$ cat config.mk
export PLATFORM = sky130hd
export DESIGN_NAME = muldiv_unit
export DESIGN_NICKNAME = d
export VERILOG_FILES = /design/src/rtl/riscv_pkg.sv /design/src/rtl/muldiv_unit.sv
export SDC_FILE = /design/constraint.sdc
export NUM_CORES = 1
export LEC_CHECK = 0
export ABC_AREA = 0
export BUFFER_PORTS_ARGS = -buffer_cell sky130_fd_sc_hd__buf_2
export CORE_UTILIZATION = 50
export DETAILED_ROUTE_END_ITERATION = 16
export GPL_TIMING_DRIVEN = 0
export PLACE_DENSITY = 0.78
export SLEW_MARGIN = 20
export SYNTH_ARGS = -nofsm -noshare
export SYNTH_HDL_FRONTEND = slang
export SYNTH_SLANG_ARGS = --single-unit
$ cat constraint.sdc
create_clock -name clock -period 14.2 [get_ports clock]
set_input_delay 1.42 -clock clock [delete_from_list [all_inputs] [get_ports clock]]
set_output_delay 1.42 -clock clock [all_outputs]
set_load 0.01 [all_outputs]
$ cat src/rtl/riscv_pkg.sv
// Shared RV32 definitions used by the execute-stage blocks.
// Holds the M-extension operation codes, the mul/div FSM states and its write-back select.
package riscv_pkg;

  typedef enum logic [2:0] {
    OP_MUL    = 3'b000,
    OP_MULH   = 3'b001,
    OP_MULHSU = 3'b010,
    OP_MULHU  = 3'b011,
    OP_DIV    = 3'b100,
    OP_DIVU   = 3'b101,
    OP_REM    = 3'b110,
    OP_REMU   = 3'b111
  } muldiv_op_t;

  typedef enum logic [1:0] {
    IDLE = 2'd0,
    RUN  = 2'd1,
    FIX  = 2'd2,
    DONE = 2'd3
  } muldiv_state_t;

  localparam logic [2:0] WRITESEL_MULDIV = 3'b011;

endpackage

$ cat src/rtl/muldiv_unit.sv
// Iterative RV32M multiply/divide: shift-add multiply and restoring divide on magnitudes,
// one bit per clock, with sign fix-up and divide special cases applied in a single FIX cycle.
module muldiv_unit
  import riscv_pkg::*;
#(
  parameter int WIDTH = 32
) (
  input  logic             clock,
  input  logic             reset,
  input  logic             start,
  input  logic [2:0]       funct3,
  input  logic [WIDTH-1:0] a,
  input  logic [WIDTH-1:0] b,
  output logic             busy,
  output logic             stall,
  output logic             done,
  output logic [WIDTH-1:0] result
);

  localparam int CW = $clog2(WIDTH);
  localparam logic [WIDTH-1:0] MIN_NEG = {1'b1, {(WIDTH-1){1'b0}}};

  muldiv_state_t    state;
  muldiv_op_t       op;
  logic [CW-1:0]    cnt;
  logic [2*WIDTH-1:0] acc;
  logic [WIDTH-1:0] opa;
  logic [WIDTH-1:0] opb;
  logic             neg;
  logic             div_zero;
  logic             ovf;

  // Accept-time operand conditioning: magnitudes, result sign and special-case flags.
  logic             a_signed, b_signed, a_sgn, b_sgn, is_rem_req, is_sdiv_req;
  logic [WIDTH-1:0] a_abs, b_abs;

  always_comb begin
    a_signed    = (funct3 == OP_MULH) || (funct3 == OP_MULHSU) ||
                  (funct3 == OP_DIV)  || (funct3 == OP_REM);
    b_signed    = (funct3 == OP_MULH) || (funct3 == OP_DIV) || (funct3 == OP_REM);
    a_sgn       = a_signed && a[WIDTH-1];
    b_sgn       = b_signed && b[WIDTH-1];
    a_abs       = a_sgn ? (~a + 1'b1) : a;
    b_abs       = b_sgn ? (~b + 1'b1) : b;
    is_rem_req  = (funct3 == OP_REM) || (funct3 == OP_REMU);
    is_sdiv_req = (funct3 == OP_DIV) || (funct3 == OP_REM);
  end

  // One iteration step for each algorithm; acc holds {hi, lo} or {remainder, quotient}.
  logic [WIDTH:0]     mul_sum;
  logic [2*WIDTH-1:0] mul_next;
  logic [WIDTH:0]     rem_sh;
  logic [WIDTH+1:0]   diff;
  logic               q_bit;
  logic [2*WIDTH-1:0] div_next;

  always_comb begin
    mul_sum  = {1'b0, acc[2*WIDTH-1:WIDTH]} + (opb[cnt] ? {1'b0, opa} : '0);
    mul_next = {mul_sum, acc[WIDTH-1:1]};
    rem_sh   = {acc[2*WIDTH-1:WIDTH], opa[CW'(WIDTH-1) - cnt]};
    diff     = {1'b0, rem_sh} - {2'b00, opb};
    q_bit    = ~diff[WIDTH+1];
    div_next = {(q_bit ? diff[WIDTH-1:0] : rem_sh[WIDTH-1:0]), acc[WIDTH-2:0], q_bit};
  end

  // Sign fix-up, word select and special-case override feeding the result register.
  logic [2*WIDTH-1:0] prod_s;
  logic [WIDTH-1:0]   quo_s, rem_s, a_back, fix_result;

  always_comb begin
    prod_s = neg ? (~acc + 1'b1) : acc;
    quo_s  = neg ? (~acc[WIDTH-1:0] + 1'b1) : acc[WIDTH-1:0];
    rem_s  = neg ? (~acc[2*WIDTH-1:WIDTH] + 1'b1) : acc[2*WIDTH-1:WIDTH];
    // For remainders neg is the sign of a, so this rebuilds the original dividend.
    a_back = neg ? (~opa + 1'b1) : opa;
    fix_result = '0;
    case (op)
      OP_MUL:                        fix_result = prod_s[WIDTH-1:0];
      OP_MULH, OP_MULHSU, OP_MULHU:  fix_result = prod_s[2*WIDTH-1:WIDTH];
      OP_DIV, OP_DIVU:               fix_result = div_zero ? '1 : (ovf ? MIN_NEG : quo_s);
      OP_REM, OP_REMU:               fix_result = div_zero ? a_back : (ovf ? '0 : rem_s);
      default:                       fix_result = '0;
    endcase
  end

  always_ff @(posedge clock or posedge reset) begin
    if (reset) begin
      state    <= IDLE;
      op       <= OP_MUL;
      cnt      <= '0;
      acc      <= '0;
      opa      <= '0;
      opb      <= '0;
      neg      <= 1'b0;
      div_zero <= 1'b0;
      ovf      <= 1'b0;
      busy     <= 1'b0;
      done     <= 1'b0;
      result   <= '0;
    end else begin
      case (state)
        IDLE: begin
          done <= 1'b0;
          if (start) begin
            op       <= muldiv_op_t'(funct3);
            opa      <= a_abs;
            opb      <= b_abs;
            neg      <= is_rem_req ? a_sgn : (a_sgn ^ b_sgn);
            div_zero <= (b == '0);
            ovf      <= is_sdiv_req && (a == MIN_NEG) && (b == '1);
            acc      <= '0;
            cnt      <= '0;
            busy     <= 1'b1;
            state    <= RUN;
          end
        end
        RUN: begin
          acc <= op[2] ? div_next : mul_next;
          cnt <= cnt + 1'b1;
          if (cnt == CW'(WIDTH-1)) state <= FIX;
        end
        FIX: begin
          result <= fix_result;
          busy   <= 1'b0;
          done   <= 1'b1;
          state  <= DONE;
        end
        DONE: begin
          // A start still held here belongs to the instruction just finished.
          done  <= 1'b0;
          state <= IDLE;
        end
        default: state <= IDLE;
      endcase
    end
  end

  assign stall = ((state == IDLE) && start) || (state == RUN) || (state == FIX);

endmodule
==> metrics.txt, run 1 <==
Post-CTS Hold Fix Bufs 0; RSZ-0062 raised after global routing no; P_sw 0.00253 W; mapped cell area around 16000 sq um; status finished clean; # rows 65; final setup fails 0; Die Ht roughly 180 microns; Routed WL per cell between 20 and 30 microns; Worst Setup End Kind register; pre-CTS setup slack about 7.6 ns; initial antenna violation count 0; startpoint types register; placed cell count 2579; ys async rst share between 90% and 100%; H-Tree Depth 4; worst hold path type reg -> reg; Synth Area per Inst 8.02 sq um; Synth Instances around 2000; Layout Nets 2311; GRT Overall Usage between 30% and 40%; cell area power density ~260 nW/um^2; worst endpoint required time 14.54 ns; Crit-path slowest cell a2111oi_0; fmax roughly 140 MHz; setup ws final around 7.3 ns; switching share of power 54.9%; Clock Latency Late Sink 0.47 ns; DR DRC count 0; Slew HR approximately 16%; final wirelength approximately 65000 microns; layout cell share with drive strength beyond 1 under 10%; multi-input logic area 11200 sq um; Yosys top cell by area dfrtp_1; die area 33400 sq um; minimum clock period around 7 ns; Antenna Violating Nets Remaining 0; total negative slack 0 ns; number of max-cap violations 0; clock power share between 10% and 20%; fill count about 3000; synth unique cells between 70 and 80; Post-Layout Cell Count about 2600; synthesized flop and latch total around 180; top-area cell type share of the netlist area between 20% and 30%; P_int around 0.0021 W; period utilization 48.7%; Max Slew Vio Count 0; top_reg_cell synth dfrtp_1; Logic pwr share 68.1%; largest net degree at the start of global routing between 90 and 100; Congestion Overflow GR 0; initial core utilization 51.3%; top post-synthesis cells by area dfrtp_1 (27%), o21ai_0 (6.5%), xnor2_1 (6.5%); Post-synth EDFFs 0; skew final 0.0122 ns; yosys warns 0; Post-CTS Resized 0; drt first pass iters 6; chip width 183 microns; Largest stage delay, worst path around 0.83 ns; Sequential Power Share about a fifth; Final Hold Viols 0; Max Buffers Root-to-Sink 2; Max FO, Critical Path 10; DR vias/cell between 6 and 7; number of global-route vias before repair around 16000; Worst VDD drop ~110 uV; Setup CP Type reg -> reg; register area share after synthesis between 20% and 30%; final instance area roughly 18000 sq um; violation count after the first detailed-routing iteration approximately 2400; Worst Max-Slew Pin Slew 1.26 ns; CTS tree yes; Post-CTS Repair Setup Buffers 0; PortBufs 104; # clock sinks about 180; Routability Congestion between 1 and 1.5; Critical Path, Cell by Cell buf_1 -> clkbuf_1 -> mux4_2 -> mux4_2 -> mux2i_1 -> clkbuf_1 -> nor2b_1 -> ha_1 -> o211ai_1 -> a21oi_1 -> o211ai_1 -> a2111oi_0 -> o221ai_1 -> o311ai_0 -> xnor2_1 -> nor2_1 -> a221o_1; Layout area overhead 10.6%; placed cell area ~17000 sq um; Reg clk slew, reported paths 0.07 ns; hpwl dp between 50000 and 60000 microns; leak pwr around 7.7 nW; Reg area about 4400 sq um; root buf cell clkbuf_16; crit-path leading delay family compound AO/OA/AOI/OAI gates; Synth Net Count ~2200; Buffers & Inverters on Critical Path 3; CTS Buf Count 17; Vias approximately 17000; core box area roughly 32000 sq um; CP arrival 7.25 ns; first-pass GRT wire length 98800 microns; # IOs ~110
[flip-flops by register name, summed over array words and instances, names as in the netlist]
name / flops
acc: 64
neg: 1
done: 1
state: 2
div_zero: 1
ovf: 1
opb: 32
cnt: 5
busy: 1
result: 32
opa: 32
op: 3
[final cells by class]
cell class | count | share of cell area [%]
Tap cell | 435 | 3.01
Multi-Input combinational cell | 1660 | 62.0
Clock buffer | 17 | 2.35
Inverter | 73 | 1.56
Clock inverter | 14 | 1.12
Timing Repair Buffer | 105 | 3.03
Buffer | 131 | 2.75
Antenna cell | 1 | 0.0138
Sequential cell | 175 | 24.2
[Yosys cell counts, drive strengths merged, types with 37 or more instances]
library cell	count
inv	73
o31ai	39
clkbuf	116
nand2	265
nor2b	48
ha	76
dfrtp	175
o21ai	220
a21oi	122
xor2	95
mux2i	54
nor2	122
xnor2	121
nor3	37
[layer usage]
metal / GRT usage, % / wire length, microns / vias up
met5: 0 / 0 / -
met4: 18.1 / 3260 / 0
met3: 10.3 / 7420 / 233
met2: 59.1 / 27800 / 1149
met1: 53.3 / 26900 / 8318
li1: - / - / 7643
[logic make-up after synthesis]
family / after synthesis / share of synthesized area [%]
AOI/OAI and AO/OA: 635 / 25.1
adders and majority gates: 78 / 6.06
buffers and inverters: 204 / 4.72
DFF: 175 / 26.8
muxes: 80 / 6.47
and+or+nand+nor: 651 / 19.3
xor gates and xnor gates: 216 / 11.6
[worst paths after layout]
check	slack, ns	cells after the start	start	endpoint
hold reg to reg	0.50	1	result[4]$_DFFE_PP0P_	result[4]$_DFFE_PP0P_
min in group asynchronous	0.98	2	reset	acc[58]$_DFFE_PP0P_
setup / recovery	7.29	17	cnt[1]$_DFFE_PP0P_	acc[61]$_DFFE_PP0P_
hold / removal	0.50	1	result[4]$_DFFE_PP0P_	result[4]$_DFFE_PP0P_
max in group asynchronous	12.31	3	reset	opa[12]$_DFFE_PP0P_
setup reg to reg	7.29	17	cnt[1]$_DFFE_PP0P_	acc[61]$_DFFE_PP0P_
[cell usage in the layout (no fill, tap or decap), types with 10 or more instances in the layout]
cell type / count
a21oi_1: 122
or4_1: 13
nand3_1: 23
nand2b_1: 21
o221ai_1: 21
a31oi_1: 21
a21o_1: 30
a22o_1: 14
a22oi_1: 23
nor2_1: 122
ha_1: 76
or2_2: 15
mux2i_1: 54
mux4_2: 20
nor4_1: 13
clkbuf_1: 116
o21ai_0: 213
or3_1: 33
xnor2_1: 121
inv_1: 72
nand2_1: 264
nor3_1: 36
a211oi_1: 17
xor2_1: 95
o31ai_1: 39
o22ai_1: 10
buf_2: 109
nor2b_1: 48
clkbuf_16: 17
buf_1: 10
o211ai_1: 11
dfrtp_1: 175
nand4_1: 20
o41ai_1: 20
[power by group through the flow]
stage	Combinational (W)	Sequential (W)	Clock, W
finish	0.00314	0.000951	0.000521
global route	0.00334	0.000959	0.000541
CTS	0.00301	0.000931	0.000522
detailed placement	0.00300	0.000941	0
global placement	0.00296	0.000931	0
floorplan	0.00207	0.000843	0
[per-stage QoR]
stage / power (W) / utilization, % / hold slack (ns)
3_5_place_dp: 0.00394 / 54.8 / 0.488
6_report: 0.00461 / 56.7 / 0.503
5_1_grt: 0.00484 / 56.7 / 0.528
2_1_floorplan: 0.00292 / - / 0.466
3_3_place_gp: 0.00389 / 54.6 / 0.464
4_1_cts: 0.00447 / 56.7 / 0.503
(Power assumes the default switching activity.)
==> run 2: changes to the inputs <==
--- a/config.mk
+++ b/config.mk
@@ -5,12 +5,12 @@
 export SDC_FILE = /design/constraint.sdc
 export NUM_CORES = 1
 export LEC_CHECK = 0
-export ABC_AREA = 0
+export ABC_AREA = 1
 export BUFFER_PORTS_ARGS = -buffer_cell sky130_fd_sc_hd__buf_2
 export CORE_UTILIZATION = 50
 export DETAILED_ROUTE_END_ITERATION = 16
 export GPL_TIMING_DRIVEN = 0
-export PLACE_DENSITY = 0.78
+export PLACE_DENSITY = 0.77
 export SLEW_MARGIN = 20
 export SYNTH_ARGS = -nofsm -noshare
 export SYNTH_HDL_FRONTEND = slang
==> constraint.sdc (replaced) <==
create_clock -name clock -period 6.4 [get_ports clock]
set_input_delay 0.64 -clock clock [delete_from_list [all_inputs] [get_ports clock]]
set_output_delay 0.64 -clock clock [all_outputs]
set_load 0.01 [all_outputs]
==> metrics.txt, run 2 <==
count leader, synth nand2_1; Worst Max-Slew Pin Slew 1.10 ns (-0.155 ns); Final Hold Viols 0 (unchanged); Largest register FFs 64 (unchanged); DR vias/cell 6.00 (-9.6%); RSZ-0062 raised after global routing no; switching share of power 63.1% (+8.2 points); fill count 4233 (+42%); cell area power density 640 nW/um^2 (+150%); initial core utilization 51.2% (about the same); Vias 25000 (+44%); Slew HR 26.5% (+11 points); Layout Nets 3780 (+64%); setup ws final 1.82 ns (-5.47 ns); worst hold path type in -> async; Worst VDD drop 244 uV (+110%); initial antenna violation count 3 (+3); number of max-cap violations 0 (unchanged); clock power share 8.0% (-3.3 points); DR DRC count 0 (unchanged); Synth Area per Inst 5.71 sq um (-29%); P_int 0.00516 W (+150%); number of global-route vias before repair 23100 (+41%); skew final 0.0196 ns (+0.00744 ns); period utilization 71.6% (+23 points); # clock sinks 175 (unchanged); worst endpoint required time 6.83 ns (-7.71 ns); Synth Net Count 3655 (+67%); worst r2r path cells 25 (+8); final setup fails 0 (unchanged); CP arrival 5.01 ns (-2.24 ns); Antenna Violating Nets Remaining 0 (unchanged); mapped cell area 20000 sq um (+23%); Worst Setup End Kind register; Routability Congestion 1.12 (+5.5%); synthesized flop and latch total 175 (unchanged); Most flops, register acc; Post-CTS Resized 0 (unchanged); chip width 202 microns (+11%); Synth Instances 3507 (+72%); total negative slack 0 ns (unchanged); most frequent cells in the layout nand2_1 (1154), nor2_1 (400), inv_1 (385); top-area cell type share of the netlist area 21.9% (-4.9 points); Setup CP Type reg -> reg; status finished clean; drt first pass iters 10 (+4); Reg clk slew, reported paths 0.09 ns (+0.02 ns); commonest non-fill, non-tap cell in the layout nand2_1; Max Buffers Root-to-Sink 2 (unchanged); # IOs 105 (unchanged); largest net degree at the start of global routing 101 (+2.0%); synth unique cells 56 (-26%); CTS Buf Count 17 (unchanged); core box area 39100 sq um (+23%); yosys warns 0 (unchanged); die area 40900 sq um (+22%); ys async rst share 100% (unchanged); Post-synth EDFFs 0 (unchanged); Layout area overhead 9.08%; leak pwr 11.1 nW (+43%); Yosys top cell by area dfrtp_1; root buf cell clkbuf_16; Die Ht 202 microns (+11%); first-pass GRT wire length 138000 microns (+40%); Largest stage delay, worst path 0.42 ns (-0.41 ns); final wirelength 92600 microns (+42%); register area share after synthesis 21.9% (-4.9 points); CTS tree yes; H-Tree Depth 4 (unchanged); hpwl dp 74600 microns (+46%); Congestion Overflow GR 0 (unchanged); PortBufs 104 (unchanged); top_reg_cell synth dfrtp_1; Synth top cells by count nand2_1 (1154), nor2_1 (400), inv_1 (386); P_sw 0.00883 W (+250%); Max Slew Vio Count 0 (unchanged); pre-CTS setup slack 2.05 ns (-5.58 ns); fmax 218 MHz (+51%); Crit-path slowest cell clkbuf_1; top post-synthesis cells by area dfrtp_1 (22%), nand2_1 (22%), nand3_1 (9.4%); Power Total 0.0140 W (+200%); Routed WL per cell 22.2 microns (-11%); Post-CTS Repair Setup Buffers 0 (unchanged); CP most frequent cell nand2_1; Max FO, Critical Path 10 (unchanged); startpoint types register; Clock Latency Late Sink 0.48 ns (about the same); layout cell share with drive strength beyond 1 8.40% (-1.4 points); Logic pwr share 74.4% (+6.3 points); Sequential Power Share 17.6% (-3.0 points); GRT Overall Usage 45.2% (+5.7 points); WHS 0.182 ns (-0.320 ns); # rows 72 (+11%); minimum clock period 4.58 ns (-2.33 ns); violation count after the first detailed-routing iteration 3484 (+47%); Post-CTS Hold Fix Bufs 0 (unchanged)
## run 2: changes by cell type in the layout (fill, tap and decap cells not counted), sizes merged, moves of 48 or more
cell    before   now
clkbuf     133    75
inv         79   419
mux2i       54     0
nand2      265  1176
nand3       23   377
nor2       122   427
nor2b       48     0
o21ai      220   287
xnor2      121    24
## run 2: logic make-up after synthesis
logic type	count (synthesis)	synth area share, %
DFF	175	21.9
AOI/OAI and AO/OA	522	14.2
buffers and inverters	532	10.5
adders and majority gates	78	4.95
and+or+nand+nor	2121	45.1
xor gates and xnor gates	79	3.45
## run 2: area by class of cell
class                   count  area (sq um)  area share, %
multi-input cells        2800         13600           62.1
flip-flops and latches    175          4380           20.0
inverters                 417          1570           7.20
well taps                 518           648           2.97
repair buffers            106           556           2.54
plain buffers             115           531           2.43
clock buffers              17           425           1.95
clock inverters            15           173          0.790
diodes                      4          10.0         0.0458
## run 2: worst paths after layout
path | start | to | slack, ns
worst min-delay path | reset | acc[36]$_DFFE_PP0P_ | 0.18
worst max-delay path | cnt[0]$_DFFE_PP0P_ | acc[55]$_DFFE_PP0P_ | 1.82
worst max register to register | cnt[0]$_DFFE_PP0P_ | acc[55]$_DFFE_PP0P_ | 1.82
max in group asynchronous | reset | op[2]$_DFFE_PP0P_ | 5.30
min in group clock | funct3[0] | op[0]$_DFFE_PP0P_ | 0.46
worst min register to register | done$_DFFE_PP0P_ | done$_DFFE_PP0P_ | 0.48
## run 2: power groups by stage
stage          Combinational [W]  Clock, W  Sequential [W]
3_5_place_dp             0.00983         0         0.00240
3_3_place_gp             0.00979         0         0.00240
4_1_cts                  0.00989   0.00111         0.00238
2_1_floorplan            0.00668         0         0.00207
6_report                  0.0104   0.00112         0.00246
5_1_grt                   0.0112   0.00115         0.00246
## run 2: metal layers
| layer | GRT usage (%) | routed length [microns] | vias to the layer above |
|---|---|---|---|
| met1 | 57.4 | 35700 | 11300 |
| met4 | 28.3 | 6660 | 4 |
| met2 | 66.5 | 38000 | 1660 |
| met3 | 13.9 | 12200 | 421 |
| met5 | 1.07 | 115 | - |
| li1 | - | - | 11600 |
## run 2: per-stage QoR
stage | std cells | utilization (%) | instance area [sq um]
3_5_place_dp | 4131 | 54.3 | 21200
3_3_place_gp | 4129 | 54.2 | 21200
4_1_cts | 4163 | 55.9 | 21800
2_1_floorplan | 3507 | - | 20000
6_report | 4167 | 55.9 | 21900
5_1_grt | 4163 | 55.9 | 21800
## run 2: critical path: cells and delay by family, from the launching register on
family	cells	cell delay [ns]
flip-flops	1	0.38
AO/OA/AOI/OAI	4	0.82
adder cells (fa/ha/maj)	2	0.70
AND/OR/NAND/NOR	12	1.38
buffers and inverters	7	1.24
